<file path="src/rtl/onewire_bus_master.sv">
// onewire_bus_master: byte-level 1-Wire bus initiator.
// It generates reset/presence sequences and read/write time slots on an
// open-drain DQ line. All timing is counted in clk cycles.
// Optional build macro ONEWIRE_CRC8_EN adds a running Dallas/Maxim CRC-8
// output (crc8) over the bits sampled in read slots.
module onewire_bus_master #(
    parameter int T_RSTL = 48000,
    parameter int T_MSP  = 1000,
    parameter int T_RSTH = 48000,
    parameter int T_SLOT = 7000,
    parameter int T_LOW1 = 600,
    parameter int T_LOW0 = 6000,
    parameter int T_RDS  = 1500,
    parameter int T_REC  = 200,
    parameter int CNT_W  = 16
) (
    input  logic       clk,
    input  logic       reset,
    input  logic       cmd_valid,
    output logic       cmd_ready,
    input  logic [1:0] cmd_op,
    input  logic [7:0] cmd_data,
    output logic       resp_valid,
    output logic [7:0] resp_data,
    output logic       resp_presence,
    output logic       busy,
    output logic       dq_oe,
    input  logic       dq_in
`ifdef ONEWIRE_CRC8_EN
    ,
    output logic [7:0] crc8
`endif
);

    localparam logic [1:0] OP_RESET = 2'b00;
    localparam logic [1:0] OP_WRITE = 2'b01;
    localparam logic [1:0] OP_READ  = 2'b10;

    // End-of-phase compare values; phases last N cycles so they end at N-1.
    localparam logic [CNT_W-1:0] L_RSTL_M1 = CNT_W'(T_RSTL - 1);
    localparam logic [CNT_W-1:0] L_RSTH_M1 = CNT_W'(T_RSTH - 1);
    localparam logic [CNT_W-1:0] L_SLOT_M1 = CNT_W'(T_SLOT - 1);
    localparam logic [CNT_W-1:0] L_LOW1_M1 = CNT_W'(T_LOW1 - 1);
    localparam logic [CNT_W-1:0] L_LOW0_M1 = CNT_W'(T_LOW0 - 1);
    localparam logic [CNT_W-1:0] L_REC_M1  = CNT_W'(T_REC - 1);
    localparam logic [CNT_W-1:0] L_MSP     = CNT_W'(T_MSP);
    localparam logic [CNT_W-1:0] L_RDS     = CNT_W'(T_RDS);

    typedef enum logic [2:0] {
        S_IDLE, S_RST_LOW, S_RST_HIGH, S_SLOT_LOW, S_SLOT_HIGH, S_SLOT_REC, S_DONE
    } state_t;

    state_t           r_state;
    state_t           w_state_next;
    logic [CNT_W-1:0] r_timer;
    logic [2:0]       r_bit_cnt;
    logic [7:0]       r_shift;
    logic [1:0]       r_op;
    logic [7:0]       r_wdata;
    logic             r_presence_q;
    logic [7:0]       r_resp_data;
    logic             r_resp_presence;
    logic [1:0]       r_sync;

    logic             w_accept;
    logic             w_dq_sync;
    logic             w_rd_sample;
    logic             w_presence;
    logic [CNT_W-1:0] w_low_m1;

    assign w_accept    = cmd_valid && cmd_ready;
    assign w_dq_sync   = r_sync[1];
    assign w_rd_sample = (r_state == S_SLOT_HIGH) && (r_op == OP_READ) && (r_timer == L_RDS);
    // Presence captured at the sample point; bypass covers a sample on the last high cycle.
    assign w_presence  = (r_state == S_RST_HIGH && r_timer == L_MSP) ? ~w_dq_sync : r_presence_q;
    // Only a write-0 bit uses the long low time; write-1 and read slots use the short one.
    assign w_low_m1    = (r_op == OP_WRITE && !r_wdata[r_bit_cnt]) ? L_LOW0_M1 : L_LOW1_M1;

    assign resp_data     = r_resp_data;
    assign resp_presence = r_resp_presence;

    // State register
    always_ff @(posedge clk or negedge reset) begin
        if (!reset) r_state <= S_IDLE;
        else        r_state <= w_state_next;
    end

    // Next-state logic; >= compares keep phases bounded even when the timer saturates
    always_comb begin
        w_state_next = r_state;
        unique case (r_state)
            S_IDLE: begin
                if (w_accept) begin
                    case (cmd_op)
                        OP_RESET:          w_state_next = S_RST_LOW;
                        OP_WRITE, OP_READ: w_state_next = S_SLOT_LOW;
                        default:           w_state_next = S_DONE;
                    endcase
                end
            end
            S_RST_LOW:   if (r_timer >= L_RSTL_M1) w_state_next = S_RST_HIGH;
            S_RST_HIGH:  if (r_timer >= L_RSTH_M1) w_state_next = S_DONE;
            S_SLOT_LOW:  if (r_timer >= w_low_m1)  w_state_next = S_SLOT_HIGH;
            S_SLOT_HIGH: if (r_timer >= L_SLOT_M1) w_state_next = S_SLOT_REC;
            S_SLOT_REC: begin
                if (r_timer >= L_REC_M1)
                    w_state_next = (r_bit_cnt == 3'd7) ? S_DONE : S_SLOT_LOW;
            end
            S_DONE:      w_state_next = S_IDLE;
            default:     w_state_next = S_IDLE;
        endcase
    end

    // Moore outputs decoded from the current state
    always_comb begin
        dq_oe      = 1'b0;
        cmd_ready  = 1'b0;
        busy       = 1'b1;
        resp_valid = 1'b0;
        case (r_state)
            S_IDLE: begin
                cmd_ready = 1'b1;
                busy      = 1'b0;
            end
            S_RST_LOW, S_SLOT_LOW: dq_oe = 1'b1;
            S_DONE:                resp_valid = 1'b1;
            default: ;
        endcase
    end

    // Datapath: synchronizer, phase timer, command latch, bit shifter, responses
    always_ff @(posedge clk or negedge reset) begin
        if (!reset) begin
            r_sync          <= 2'b11;
            r_timer         <= '0;
            r_bit_cnt       <= '0;
            r_shift         <= '0;
            r_op            <= '0;
            r_wdata         <= '0;
            r_presence_q    <= 1'b0;
            r_resp_data     <= '0;
            r_resp_presence <= 1'b0;
        end else begin
            r_sync <= {r_sync[0], dq_in};

            // The timer keeps running into SLOT_HIGH so slot time is measured from the falling edge
            if (w_state_next != r_state && w_state_next != S_SLOT_HIGH)
                r_timer <= '0;
            else if (r_timer != '1)
                r_timer <= r_timer + 1'b1;

            if (w_accept) begin
                r_op      <= cmd_op;
                r_wdata   <= cmd_data;
                r_bit_cnt <= '0;
                r_shift   <= '0;
            end

            r_presence_q <= w_presence;

            if (w_rd_sample)
                r_shift[r_bit_cnt] <= w_dq_sync;

            if (r_state == S_SLOT_REC && w_state_next != S_SLOT_REC)
                r_bit_cnt <= r_bit_cnt + 3'd1;

            if (w_state_next == S_DONE && r_state != S_DONE) begin
                r_resp_data <= (r_state != S_IDLE && r_op == OP_READ) ? r_shift : 8'h00;
                if (r_state == S_RST_HIGH)
                    r_resp_presence <= w_presence;
            end
        end
    end

`ifdef ONEWIRE_CRC8_EN
    logic [7:0] r_crc;
    logic       w_crc_fb;

    assign w_crc_fb = r_crc[0] ^ w_dq_sync;
    assign crc8     = r_crc;

    // Reflected CRC-8 (0x31 reversed = 0x8C), one bit per read sample point
    always_ff @(posedge clk or negedge reset) begin
        if (!reset)
            r_crc <= 8'h00;
        else if (w_accept && cmd_op == OP_RESET)
            r_crc <= 8'h00;
        else if (w_rd_sample)
            r_crc <= {1'b0, r_crc[7:1]} ^ (w_crc_fb ? 8'h8C : 8'h00);
    end
`endif

endmodule
</file>
<file path="config.mk">
export PLATFORM = sky130hd
export DESIGN_NAME = onewire_bus_master
export DESIGN_NICKNAME = d
export VERILOG_FILES = /design/src/rtl/onewire_bus_master.sv
export SDC_FILE = /design/constraint.sdc
export NUM_CORES = 1
export LEC_CHECK = 0
export ABC_AREA = 1
export CORE_MARGIN = 8
export CORE_UTILIZATION = 35
export CTS_BUF_LIST = sky130_fd_sc_hd__clkbuf_8
export DETAILED_ROUTE_END_ITERATION = 10
export GPL_TIMING_DRIVEN = 0
export PLACE_DENSITY = 0.56
export SYNTH_ARGS = -nofsm -noshare
export SYNTH_HDL_FRONTEND = slang
export SYNTH_SLANG_ARGS = --single-unit
</file>
<file path="constraint.sdc">
create_clock -name clk -period 3.51 [get_ports clk]
set_input_delay 0.5265 -clock clk [delete_from_list [all_inputs] [get_ports clk]]
set_output_delay 0.5265 -clock clk [all_outputs]
set_load 0.005 [all_outputs]
</file>
==> impl_metrics.csv <==
group,metric,value,unit
status,run_status,"completed",
synth,yosys.cell_types.count,36,
detailed_routing,route.antenna.remaining_nets,0,
power,switching_share,38.0,%
timing,timing.final.max_slew_violations,0,
cts,cts_tree,"yes",
placed_design,port_buffers,26,
synth,syn_avg_cell_area,7.77,sq um
cts,htree_num_levels,2,
finish,fin_nets,459,
cts,post_cts_resize_count,0,
timing,clock.fmax,0.323,GHz
timing,endpoints_failing_hold,0,
critical_path,critical_path_required,3750,ps
grt,grt_max_degree,40,
synth,mappedNetlistNets,427,
cts,tritoncts_buffer_count,5,
grt,antenna_violations_before_repair,0,
power,design_power_total,2.04,mW
critical_path,type_of_origin_of_the_critical_path,"register",
timing,rsz_0062_raised_after_global_routing,"false",
detailed_routing,drc,0,
power,ir_worst_vdd,0.292,mV
power,power-per-cell-area,556,mW/mm^2
critical_path,r2r-end,"r_timer[7]$_DFFE_PN0P_",
detailed_routing,drt_first_iter_violations,113,
critical_path,r2r-start,"r_bit_cnt[1]$_DFFE_PN0P_",
critical_path,ff2ff_path_depth,22,
synth,number_of_instances_in_the_synthesized_netlist,403,
job,maxCapViolations,0,
detailed_routing,vias,2628,
finish,layout_common_cells,"107 x nand2_1, 50 x dfrtp_1, 46 x inv_1",
detailed_routing,first_pass_iters,4,
placed_design,placed_cells,538,
hold_path,hold_class,"primary input to async pin",
finish,utilization,42.3,%
critical_path,cp_data_arrival_time,3340,ps
finish,post_route_design_area,0.00367,sq mm
power,share_clk_of_total_power,24.1,%
finish,final_common_cell,"nand2_1",
cts,clockRootBuffer,"clkbuf_8",
cts,clock-sinks,52,
finish,nFillCells,941,
critical_path,timing.critical_path.to_type,"register",
finish,layout-drive-gt1-share,13.3,%
power,power_frac_seq,36.8,%
power,power.combinational.fraction,39.1,%
timing,setup_viol,0,
finish,n_antenna_cell,0,
critical_path,ff2ff_setup_slack,410,ps
cts,postCtsHoldBufs,0,
synth,number_of_flip_flops_and_latches_in_the_synthesized_netlist,52,
power,switch_pwr,775,uW
placed_design,dp.final_hpwl,5.52,mm
die,io_pins,27,
power,power.leakage,1.65,nW
placed_design,postPlaceCellArea,0.00354,sq mm
placed_design,globalplace.congestion,0.837,
grt,grt_use_total,11.9,%
die,core_area,0.00868,sq mm
die,initial_core_util,36.1,%
timing,min_period_over_period,88.3,%
finish,synthToLayoutAreaGrowth,17.3,%
finish,instances_no_fill,544,
synth,synth-warning-count,0,
die,dieWidth,111,um
detailed_routing,route.final.wire_length,7.02,mm
timing,final.min_clock_period,3100,ps
cts,clock_path_buffers,2,
die,die_area,0.0122,sq mm
die,floorplan_die_height,111,um
grt,globalRouteOverflowTotal,0,
cts,insertion_delay_of_the_later_clocked_pin_in_the_worst_skew_pair,310,ps
synth,synth_area,0.00313,sq mm
synth,yosysSeqAreaShare,41.6,%
detailed_routing,routedWlPerCell,12.9,um
timing,finClkSkew,10.6,ps
detailed_routing,detail_route.vias_per_cell,4.83,
grt,first_global_vias,2594,
cts,clock_pin_transition_on_the_worst_setup_and_hold_timing_paths,100,ps
timing,timing.slew.headroom,65.7,%
die,rows,34,
timing,setup_tns,0,ps
critical_path,worstPathMaxFanout,10,
grt,grt_pass1_wl,12.5,mm
timing,tightestPinTransition,513,ps
power,cellInternalPower,1.27,mW
critical_path,worstSetupPathType,"register to register",
[sequential cells by signal (all words and copies together) (netlist names)]
name	flops
r_sync	2
r_shift	8
resp_data	8
r_op	2
r_timer	16
r_bit_cnt	3
resp_presence	1
r_presence_q	1
r_wdata	8
r_state	3
[per-layer routing]
layer	wire, um	GRT usage (%)	part of all wire (%)
met1	3640	16.4	52
met2	3060	18.3	44
met3	247	2.22	3.5
met4	76	3.24	1.1
met5	0	0	0
[worst max-delay path: stages (launching register included)]
cell and delay, ps:
dfrtp_1 390, clkbuf_1 180, inv_1 170, nand3_1 120, o22ai_1 190, nor2_1 50, and3_1 180, inv_1 170
ha_1 280, nand2_1 70, nand2_1 50, a21oi_1 110, nand2_1 90, nand2_1 90, nand2_1 50, nand2_1 110
nand3_4 110, nand2_1 90, inv_2 50, nor2_4 110, nand2_4 90, buf_6 170, a21oi_2 120
[worst max path at each step]
stage	startpoint	to	slack (ps)	cells past startpoint
floorplan	r_bit_cnt[0]$_DFFE_PN0P_	r_timer[5]$_DFFE_PN0P_	780	22
global placement	reset	resp_data[5]$_DFFE_PN0P_	260	1
detailed placement	r_bit_cnt[0]$_DFFE_PN0P_	r_timer[7]$_DFFE_PN0P_	300	22
CTS	r_bit_cnt[0]$_DFFE_PN0P_	r_timer[7]$_DFFE_PN0P_	270	22
global route	r_bit_cnt[1]$_DFFE_PN0P_	resp_data[5]$_DFFE_PN0P_	70	21
finish	r_bit_cnt[1]$_DFFE_PN0P_	r_timer[7]$_DFFE_PN0P_	410	22
[power groups by stage]
stage	registers (mW)	logic [mW]	clock network [mW]
floorplan	0.751	0.577	0
global placement	0.760	0.795	0
detailed placement	0.764	0.805	0
CTS	0.752	0.811	0.511
global route	0.764	0.907	0.534
finish	0.752	0.798	0.491
[synth_stat cells (all sizes together)]
cell type	instances	area share, %
a21oi	24	5.4
a31oi	1	0.20
a41oi	2	0.56
and3	2	0.40
buf	4	1.0
clkbuf	6	0.72
dfrtp	50	40
dfstp	2	1.7
ha	10	4.0
inv	50	6.0
mux2	1	0.36
nand2	117	15
nand3	33	6.5
nand4	4	0.80
nor2	41	6.5
nor3	3	1.0
nor4	8	1.6
o211ai	1	0.24
o21ai	37	5.9
o22ai	1	0.20
xnor2	2	0.56
xor2	4	1.1
[logic make-up after synthesis]
kind of cell / synth area share [%]
adders and majority gates: 4.00
xor gates and xnor gates: 1.68
AOI/OAI and AO/OA: 12.5
DFF: 41.6
buffers and inverters: 7.75
muxes: 0.360
and+or+nand+nor: 32.1
[metrics by stage]
step | setup slack, ps | hold WS, ps
floorplan | 781 | 231
global placement | 261 | 346
detailed placement | 299 | 347
CTS | 267 | 107
global route | 69.4 | 122
finish | 411 | 115
[repair_timing]
| item | 4_1_cts | 5_1_grt |
|---|---|---|
| buffers inserted | 0 | 0 |
| setup endpoints to repair | 0 | 18 |
| hold endpoints to repair | 0 | 0 |
[layout make-up]
| type | count | area (sq um) | share of cell area, % |
|---|---|---|---|
| Multi-Input combinational cell | 291 | 1580 | 43.1 |
| Sequential cell | 52 | 1300 | 35.5 |
| Timing Repair Buffer | 27 | 275 | 7.50 |
| Inverter | 50 | 188 | 5.11 |
| Tap cell | 108 | 135 | 3.68 |
| Clock buffer | 5 | 68.8 | 1.87 |
| Clock inverter | 3 | 68.8 | 1.87 |
| Buffer | 8 | 47.5 | 1.30 |
(Power assumes the default switching activity.)
